$ cat config.mk
export PLATFORM = sky130hd
export DESIGN_NAME = uart_byte_tx_flat
export DESIGN_NICKNAME = d
export VERILOG_FILES = /design/src/rtl/uart_byte_tx_if.sv /design/src/rtl/uart_byte_tx.sv /design/src/flat_wrapper.sv
export SDC_FILE = /design/constraint.sdc
export NUM_CORES = 1
export LEC_CHECK = 0
export ABC_CLOCK_PERIOD_IN_PS = 2230
export CAP_MARGIN = 20
export CORE_ASPECT_RATIO = 1.25
export CORE_MARGIN = 2
export CORE_UTILIZATION = 29
export CTS_BUF_LIST = sky130_fd_sc_hd__clkbuf_8
export DETAILED_ROUTE_END_ITERATION = 12
export SLEW_MARGIN = 15
export SYNTH_ARGS = -nofsm -noshare
export SYNTH_HDL_FRONTEND = slang
export SYNTH_SLANG_ARGS = --single-unit
$ cat constraint.sdc
create_clock -name clk -period 2.23 [get_ports clk]
set_input_delay 0.223 -clock clk [delete_from_list [all_inputs] [get_ports clk]]
set_output_delay 0.223 -clock clk [all_outputs]
set_load 0.01 [all_outputs]
$ cat src/rtl/uart_byte_tx_if.sv
// Handshake and serial-line bundle between the image sender (master) and uart_byte_tx (slave).
interface uart_byte_tx_if;
  logic [7:0] tx_data;
  logic       txEn;
  logic       txStart;
  logic       txBusy;
  logic       txDone;
  logic       uart_tx;

  modport master (output tx_data, txEn, txStart, input txBusy, txDone, uart_tx);
  modport slave  (input tx_data, txEn, txStart, output txBusy, txDone, uart_tx);
endinterface

$ cat src/rtl/uart_byte_tx.sv
// 8N1 UART byte transmitter, LSB first, with an internal baud counter.
// Define UART_TX_PARITY_EN to insert an even-parity bit between data and stop (8E1).
module uart_byte_tx #(
  parameter int unsigned CLKS_PER_BIT = 434,
  parameter int unsigned CNT_W        = 16
) (
  input logic           clk,
  input logic           rst,
  uart_byte_tx_if.slave tx_if
);

`ifdef UART_TX_PARITY_EN
  typedef enum logic [2:0] {IDLE, START, DATA, PARITY, STOP} state_e;
`else
  typedef enum logic [2:0] {IDLE, START, DATA, STOP} state_e;
`endif

  localparam logic [CNT_W-1:0] CNT_LAST = CNT_W'(CLKS_PER_BIT - 1);

  state_e           state_q, state_d;
  logic [CNT_W-1:0] cnt_q, cnt_d;
  logic [2:0]       bit_q, bit_d;
  logic [7:0]       shift_q, shift_d;
  logic             uart_tx_q, uart_tx_d;
  logic             busy_q, busy_d;
  logic             done_q, done_d;
  logic             bit_end;
`ifdef UART_TX_PARITY_EN
  logic             par_q, par_d;
`endif

  always_ff @(posedge clk or posedge rst) begin
    if (rst) begin
      state_q   <= IDLE;
      cnt_q     <= '0;
      bit_q     <= '0;
      shift_q   <= '0;
      uart_tx_q <= 1'b1;
      busy_q    <= 1'b0;
      done_q    <= 1'b0;
`ifdef UART_TX_PARITY_EN
      par_q     <= 1'b0;
`endif
    end else begin
      state_q   <= state_d;
      cnt_q     <= cnt_d;
      bit_q     <= bit_d;
      shift_q   <= shift_d;
      uart_tx_q <= uart_tx_d;
      busy_q    <= busy_d;
      done_q    <= done_d;
`ifdef UART_TX_PARITY_EN
      par_q     <= par_d;
`endif
    end
  end

  assign bit_end = (cnt_q == CNT_LAST);

  always_comb begin
    state_d = state_q;
    cnt_d   = cnt_q + CNT_W'(1);
    bit_d   = bit_q;
    shift_d = shift_q;
    done_d  = 1'b0;
`ifdef UART_TX_PARITY_EN
    par_d   = par_q;
`endif
    unique case (state_q)
      IDLE: begin
        cnt_d = '0;
        if (tx_if.txEn && tx_if.txStart) begin
          state_d = START;
          shift_d = tx_if.tx_data;
`ifdef UART_TX_PARITY_EN
          par_d   = ^tx_if.tx_data;
`endif
        end
      end
      START: begin
        if (bit_end) begin
          state_d = DATA;
          cnt_d   = '0;
          bit_d   = '0;
        end
      end
      DATA: begin
        if (bit_end) begin
          cnt_d   = '0;
          shift_d = shift_q >> 1;
          bit_d   = bit_q + 3'd1;
          if (bit_q == 3'd7) begin
`ifdef UART_TX_PARITY_EN
            state_d = PARITY;
`else
            state_d = STOP;
`endif
          end
        end
      end
`ifdef UART_TX_PARITY_EN
      PARITY: begin
        if (bit_end) begin
          state_d = STOP;
          cnt_d   = '0;
        end
      end
`endif
      STOP: begin
        if (bit_end) begin
          state_d = IDLE;
          cnt_d   = '0;
          done_d  = 1'b1;
        end
      end
      default: begin
        state_d = IDLE;
        cnt_d   = '0;
      end
    endcase
  end

  // Line and busy are decoded from the next state so they change on the same edge as the state.
  always_comb begin
    uart_tx_d = 1'b1;
    unique case (state_d)
      START:   uart_tx_d = 1'b0;
      DATA:    uart_tx_d = shift_d[0];
`ifdef UART_TX_PARITY_EN
      PARITY:  uart_tx_d = par_d;
`endif
      default: uart_tx_d = 1'b1;
    endcase
    busy_d = (state_d != IDLE);
  end

  assign tx_if.uart_tx = uart_tx_q;
  assign tx_if.txBusy  = busy_q;
  assign tx_if.txDone  = done_q;

endmodule

$ cat src/flat_wrapper.sv
// flat-port wrapper written by rule: the top's interface ports become plain ports
module uart_byte_tx_flat 
#(
  parameter int unsigned CLKS_PER_BIT = 434,
  parameter int unsigned CNT_W        = 16
)
  (clk, rst, tx_if_tx_data, tx_if_txEn, tx_if_txStart, tx_if_txBusy, tx_if_txDone, tx_if_uart_tx);
  uart_byte_tx_if tx_if_i ();
  input logic clk;
  input logic rst;
  input wire logic [$bits(tx_if_i.tx_data)-1:0] tx_if_tx_data;
  input wire logic [$bits(tx_if_i.txEn)-1:0] tx_if_txEn;
  input wire logic [$bits(tx_if_i.txStart)-1:0] tx_if_txStart;
  output wire logic [$bits(tx_if_i.txBusy)-1:0] tx_if_txBusy;
  output wire logic [$bits(tx_if_i.txDone)-1:0] tx_if_txDone;
  output wire logic [$bits(tx_if_i.uart_tx)-1:0] tx_if_uart_tx;
  assign tx_if_i.tx_data = tx_if_tx_data;
  assign tx_if_i.txEn = tx_if_txEn;
  assign tx_if_i.txStart = tx_if_txStart;
  assign tx_if_txBusy = tx_if_i.txBusy;
  assign tx_if_txDone = tx_if_i.txDone;
  assign tx_if_uart_tx = tx_if_i.uart_tx;
  uart_byte_tx #(.CLKS_PER_BIT(CLKS_PER_BIT), .CNT_W(CNT_W)) u_core (.clk(clk), .rst(rst), .tx_if(tx_if_i));
endmodule
* Word level (Yosys, flattened, before mapping)
Index checks and enable logic that the tools add are counted.
** Storage, ports and cells
- Flip-flop bits (word level) :: 33
- Output and inout port bits :: 3
** Operators by class
- Add/subtract/negate cells :: 2
- Equality and inequality tests :: 10
- Multiplexer cells :: 17
- Reductions and logical operators :: 8
** Operators with widths (number)
- 16-bit two-way mux :: 2
- 3-bit two-way mux :: 7
- 16-bit by 1-bit adder with 16-bit output (second input constant) :: 1
- 16-bit by 9-bit equality test with 1-bit output (second input constant) :: 1
- 8-bit two-way mux :: 2
- 8-bit case mux with 2 select lines :: 1
- 3-bit case mux with 4 select lines :: 1
- 3-bit by 2-bit equality test with 1-bit output (second input constant) :: 3
- 3-bit by 1-bit equality test with 1-bit output (second input constant) :: 2
- 2-bit by 1-bit != test with 1-bit output (second input constant) :: 3
- 3-bit case mux with 2 select lines :: 1
- 3-bit AND reduction :: 2
- 2-bit nonzero test :: 2
- 3-bit by 1-bit adder with 3-bit output (second input constant) :: 1
- 3-bit equality test (second input constant) :: 1
- 3-bit logical NOT :: 1
- 3-bit nonzero test :: 1
- 3-bit OR reduction :: 1
- 1-bit two-way mux :: 2
- 1-bit case mux with 2 select lines :: 1
- 1-bit logical AND :: 1

* Longest topological paths before layout
- Depth in word-level cells :: 6
- Mapped depth :: 8

* Least setup slack after synthesis
No wires, ideal clock.
- Path kind :: register -> register
- Start point :: reg u_core.cnt_q[1]
- End point :: reg u_core.uart_tx_q, in the netlist u_core.tx_if.uart_tx
- Setup time :: 0.077 ns
- Data arrival time :: 1.685 ns
- Data required time :: 2.153 ns
- Setup slack :: 0.468 ns
- Cell stages (with the launch flop) :: 9
- Buffers on the path :: 1
- Period minus slack after synthesis :: 1.762 ns
- Path through :: dfrtp_1 inv_1 ha_1 nor4b_2 and4_1 buf_6 a31oi_1 or4_1 o21a_1
** On the way
- Word-level cells in the longest chain between the ends :: 5
** RTL lines
- start: declaration :: line uart_byte_tx.sv:21 : logic [CNT_W-1:0] cnt_q, cnt_d;
- start signal: assignment :: line uart_byte_tx.sv:46 : cnt_q <= cnt_d;
- 16-bit by 9-bit equality test with 1-bit output * :: line uart_byte_tx.sv:58 : assign bit_end = (cnt_q == CNT_LAST);
- 3-bit two-way mux (on tied branches) :: line uart_byte_tx.sv:110, uart_byte_tx.sv:88, uart_byte_tx.sv:81
- 3-bit case mux with 4 select lines :: line uart_byte_tx.sv:69 : unique case (state_q)
- 3-bit by 2-bit equality test with 1-bit output or 3-bit by 1-bit equality test with 1-bit output (tied branches) :: line uart_byte_tx.sv:126 : unique case (state_d)
- 1-bit case mux with 2 select lines * :: line uart_byte_tx.sv:126
- net u_core.uart_tx_d :: line uart_byte_tx.sv:24 : logic uart_tx_q, uart_tx_d;
- end signal: assignment :: line uart_byte_tx.sv:49 : uart_tx_q <= uart_tx_d;
- end: declaration :: line uart_byte_tx.sv:24
Mark *: on every way through the listed nets, which the timed path passes. The rest lies on a longest branch. The select of a mux whose other input is x is not followed.
A chain may end at the register's enable or synchronous reset.

* Final worst setup path
Ends and elaborated chain as after synthesis.

==> flow_summary.html <==
<table>
<tr><th>Metric</th><th>Value</th></tr>
<tr><th colspan="2">Clocking</th></tr>
<tr><td>Number of gates resized after cts</td><td>0</td></tr>
<tr><td>Post-CTS setup-driven buffer insertion count</td><td>0</td></tr>
<tr><td>Count of H-tree levels built during CTS</td><td>2</td></tr>
<tr><td>Number of clock buffers inserted by TritonCTS</td><td>5</td></tr>
<tr><td>Largest buffer count on any clock path</td><td>2</td></tr>
<tr><td>Later-pin clock latency in the skew report</td><td>roughly 280 ps</td></tr>
<tr><td>Hold buffers post-CTS</td><td>0</td></tr>
<tr><td>Clock tree from TritonCTS</td><td>done</td></tr>
<tr><td>Root Driver</td><td>clkbuf_8</td></tr>
<tr><td>CTS sink cnt</td><td>33</td></tr>
<tr><td>Clock transition at the register clock pins on the worst setup and hold paths after CTS</td><td>70 ps</td></tr>
<tr><th colspan="2">Power and ir drop</th></tr>
<tr><td>Power per unit of standard cell area</td><td>approximately 610 nW/um^2</td></tr>
<tr><td>Worst vdd ir</td><td>~0.00019 V</td></tr>
<tr><td>Internal power of the cells</td><td>0.890 mW</td></tr>
<tr><td>Share of power burned in registers</td><td>56.0%</td></tr>
<tr><td>Leakage</td><td>between 0.8 and 0.9 nW</td></tr>
<tr><td>Portion of total power attributed to combinational logic</td><td>approximately 7.8%</td></tr>
<tr><td>Clock share of power</td><td>between 30% and 40%</td></tr>
<tr><td>Psw</td><td>0.283 mW</td></tr>
<tr><td>Power, Total</td><td>1.17 mW</td></tr>
<tr><td>Sw Share</td><td>24.1%</td></tr>
<tr><th colspan="2">Detailed routing</th></tr>
<tr><td>Violation count after the first detailed-route iteration</td><td>34</td></tr>
<tr><td>First-pass iteration count of the detailed router</td><td>4</td></tr>
<tr><td>Wire length reported by the detailed router</td><td>3.07 mm</td></tr>
<tr><td>Routed via count</td><td>~1200</td></tr>
<tr><td>Post-DR wirelength/cell</td><td>between 10 and 15 um</td></tr>
<tr><td>Detail-routed via count per cell</td><td>4.87</td></tr>
<tr><td>Detailed-route DRC error count</td><td>0</td></tr>
<tr><td>Antenna Violating Nets Remaining</td><td>0</td></tr>
<tr><th colspan="2">Floorplan</th></tr>
<tr><td>Top-level I/O count</td><td>15</td></tr>
<tr><td>Total Die Area</td><td>around 6300 sq um</td></tr>
<tr><td>Number of standard-cell rows in the floorplan</td><td>30</td></tr>
<tr><td>Initial Util</td><td>between 30% and 40%</td></tr>
<tr><td>Core ar.</td><td>roughly 5400 sq um</td></tr>
<tr><td>Width of the die</td><td>71.2 um</td></tr>
<tr><td>Vertical die dimension</td><td>roughly 88 um</td></tr>
<tr><th colspan="2">Place</th></tr>
<tr><td>Port bufs</td><td>14</td></tr>
<tr><td>Placer Congestion</td><td>approximately 0.75</td></tr>
<tr><td>Pre-CTS setup slack</td><td>284 ps</td></tr>
<tr><td>Detailed-placement wirelength estimate</td><td>approximately 2.2 mm</td></tr>
<tr><td>Cell count after placement</td><td>approximately 240</td></tr>
<tr><td>Standard cell area after detailed placement</td><td>between 1500 and 2000 sq um</td></tr>
<tr><th colspan="2">Global route</th></tr>
<tr><td>Number of antenna violations at the first check in global routing</td><td>0</td></tr>
<tr><td>Grt ovf</td><td>0</td></tr>
<tr><td>Largest net degree at the start of global routing</td><td>24</td></tr>
<tr><td>First-pass GRT wire length</td><td>roughly 5.5 mm</td></tr>
<tr><td>GRT Overall Usage</td><td>about 11%</td></tr>
<tr><td>Via count of the first global-routing pass</td><td>1242</td></tr>
<tr><th colspan="2">Critical path</th></tr>
<tr><td>Start-to-end type of the worst setup path</td><td>reg2reg</td></tr>
<tr><td>Count of buffer and inverter cells on the critical path</td><td>1</td></tr>
<tr><td>Critical path endpoint category</td><td>register</td></tr>
<tr><td>Crit path launch type</td><td>register</td></tr>
<tr><td>Delay of the slowest cell on the worst path</td><td>roughly 410 ps</td></tr>
<tr><td>Top delay family on crit path</td><td>simple AND/OR/NAND/NOR gates</td></tr>
<tr><td>Slowest library cell on the worst path</td><td>dfrtp_1</td></tr>
<tr><td>Critical Path, Cell by Cell</td><td>inv_1 &gt; ha_1 &gt; nor4b_2 &gt; and4_1 &gt; a31oi_1 &gt; or4_1 &gt; o21a_1</td></tr>
<tr><td>Data arrival, critical path</td><td>approximately 2200 ps</td></tr>
<tr><td>Data required time of the critical path</td><td>between 2000 and 2500 ps</td></tr>
<tr><td>Maximum fanout count along the critical path</td><td>6</td></tr>
<tr><th colspan="2">Final layout</th></tr>
<tr><td>Most frequent standard cell in the layout excluding fill and tap cells</td><td>dfrtp_1</td></tr>
<tr><td>Final #Nets</td><td>197</td></tr>
<tr><td>Antenna Cells</td><td>0</td></tr>
<tr><td>Fraction of layout instances using a drive strength above 1</td><td>11.5%</td></tr>
<tr><td>Post-Layout Cell Count</td><td>around 250</td></tr>
<tr><td>Area added between synthesis and finish</td><td>17.8%</td></tr>
<tr><td>Post-layout utilization of the core</td><td>between 30% and 40%</td></tr>
<tr><td>Top library cells by usage in the layout, fill and taps aside</td><td>dfrtp_1 (32), nand2_1 (23), nor2_1 (19)</td></tr>
<tr><td>Post-layout instance area</td><td>between 1500 and 2000 sq um</td></tr>
<tr><th colspan="2">Synth</th></tr>
<tr><td>Number of flops mapped to enable cells by yosys</td><td>0</td></tr>
<tr><td>Mapped Avg Cell Area</td><td>~10 sq um</td></tr>
<tr><td>Sequential cell area fraction in the yosys report</td><td>between 50% and 60%</td></tr>
<tr><td>Synth warnings</td><td>0</td></tr>
<tr><td>Post-synthesis cell count</td><td>between 150 and 200</td></tr>
<tr><td>Most used flip-flop cell after synthesis</td><td>dfrtp_1</td></tr>
<tr><td>Number of flip-flops and latches in the synthesized netlist</td><td>33</td></tr>
<tr><td>Post-Synthesis Cell Area</td><td>between 1500 and 2000 sq um</td></tr>
<tr><td>Post-synthesis net count</td><td>around 180</td></tr>
<tr><td>Async set-or-reset flop fraction in the synthesized netlist</td><td>between 90% and 100%</td></tr>
<tr><td>Yosys cell types</td><td>40</td></tr>
<tr><th colspan="2">Flow run</th></tr>
<tr><td>Number of max-cap violations</td><td>0</td></tr>
<tr><th colspan="2">Timing</th></tr>
<tr><td>Worst hold slack</td><td>approximately 220 ps</td></tr>
<tr><td>Final count of hold timing violations</td><td>0</td></tr>
<tr><td>Unrepaired setup endpoints after global routing</td><td>false</td></tr>
<tr><td>Final TNS setup</td><td>0 ps</td></tr>
<tr><td>Setup violators final</td><td>0</td></tr>
<tr><td>Clk_skew</td><td>roughly 4.9 ps</td></tr>
<tr><td>Tcrit/Tclk final</td><td>87.6%</td></tr>
<tr><td>Fmax</td><td>a little over 500 MHz</td></tr>
<tr><td>Crit path setup slack, layout</td><td>approximately 280 ps</td></tr>
<tr><td>Period minus WS final</td><td>roughly 2000 ps</td></tr>
<tr><td>Number of pins exceeding their max-slew limit in the final report</td><td>0</td></tr>
<tr><th colspan="2">Run status</th></tr>
<tr><td>Status</td><td>finished, final reports clean</td></tr>
<tr><th colspan="2">Hold path</th></tr>
<tr><td>Worst hold path type</td><td>in2async</td></tr>
</table>
[synth_stat cells, drive strengths merged, types with 4 or more instances]
library cell  count  area share (%)
nand2            23             5.3
nand4             4             1.5
nor3              4             1.2
inv               4            0.92
buf               4             1.8
o21ai             7             2.1
xor2             10             5.4
nor2             20             4.7
a22oi             5             2.3
dfrtp            32              49
ha                4             3.1
nand3             9             2.8
[cell type report]
type                    instances  area (sq um)
fillers                       555          3520
flip-flops and latches         33           827
multi-input cells             119           751
repair buffers                 18           170
well taps                      64          80.1
clock buffers                   5          68.8
inverters                       4          15.0
clock inverters                 3          13.8
[layer usage]
layer	vias to the layer above	global-route usage, %	wire (um)
li1	603	-	-
met1	570	13.3	1370
met2	21	18.9	1550
met3	4	2.53	133
met4	0	5.15	21
met5	-	0	0
[worst register-to-register path: cells and delay by family, from the launching register on]
kind	cells	cell delay (ps)
DFF	1	410
AOI/OAI and AO/OA	2	270
and+or+nand+nor	3	1020
adders and majority gates	1	130
buffers and inverters	1	70
[power by group through the flow]
| stage | logic (mW) | clock network (mW) | registers (mW) |
|---|---|---|---|
| 6_report | 0.0912 | 0.425 | 0.657 |
| 5_1_grt | 0.105 | 0.461 | 0.660 |
| 4_1_cts | 0.0943 | 0.446 | 0.657 |
| 3_5_place_dp | 0.0931 | 0 | 0.668 |
| 3_3_place_gp | 0.0926 | 0 | 0.668 |
| 2_1_floorplan | 0.0600 | 0 | 0.659 |
[flip-flops by register name, summed over array words and instances (netlist names)]
name,count
u_core.bit_q,3
u_core.cnt_q,16
u_core.shift_q,8
u_core.state_q,3
u_core.tx_if.txBusy,1
u_core.tx_if.txDone,1
u_core.tx_if.uart_tx,1
[cell families (layout without fill, tap and decap cells)]
| group | Yosys count | count (layout) | synth area share, % |
|---|---|---|---|
| other | 1 | 1 | 0.229 |
| buffers and inverters | 9 | 30 | 3.52 |
| DFF | 33 | 33 | 50.6 |
| xor gates and xnor gates | 12 | 12 | 6.43 |
| and+or+nand+nor | 75 | 75 | 24.1 |
| AOI/OAI and AO/OA | 27 | 27 | 12.1 |
| adders and majority gates | 4 | 4 | 3.06 |
[worst paths after layout]
check | endpoint | startpoint | slack [ps] | depth (start not counted)
hold reg to reg | u_core.shift_q[1] | u_core.shift_q[1] | 480 | 2
setup reg to reg | u_core.tx_if.uart_tx | u_core.cnt_q[1] | 280 | 7
setup / recovery | u_core.tx_if.uart_tx | u_core.cnt_q[1] | 280 | 7
hold / removal | u_core.shift_q[6] | rst | 220 | 2
max in group asynchronous | u_core.state_q[0] | rst | 1350 | 3
min in group clk | u_core.shift_q[1] | u_core.shift_q[1] | 480 | 2
No activity file was read; power rests on OpenSTA's default activity.
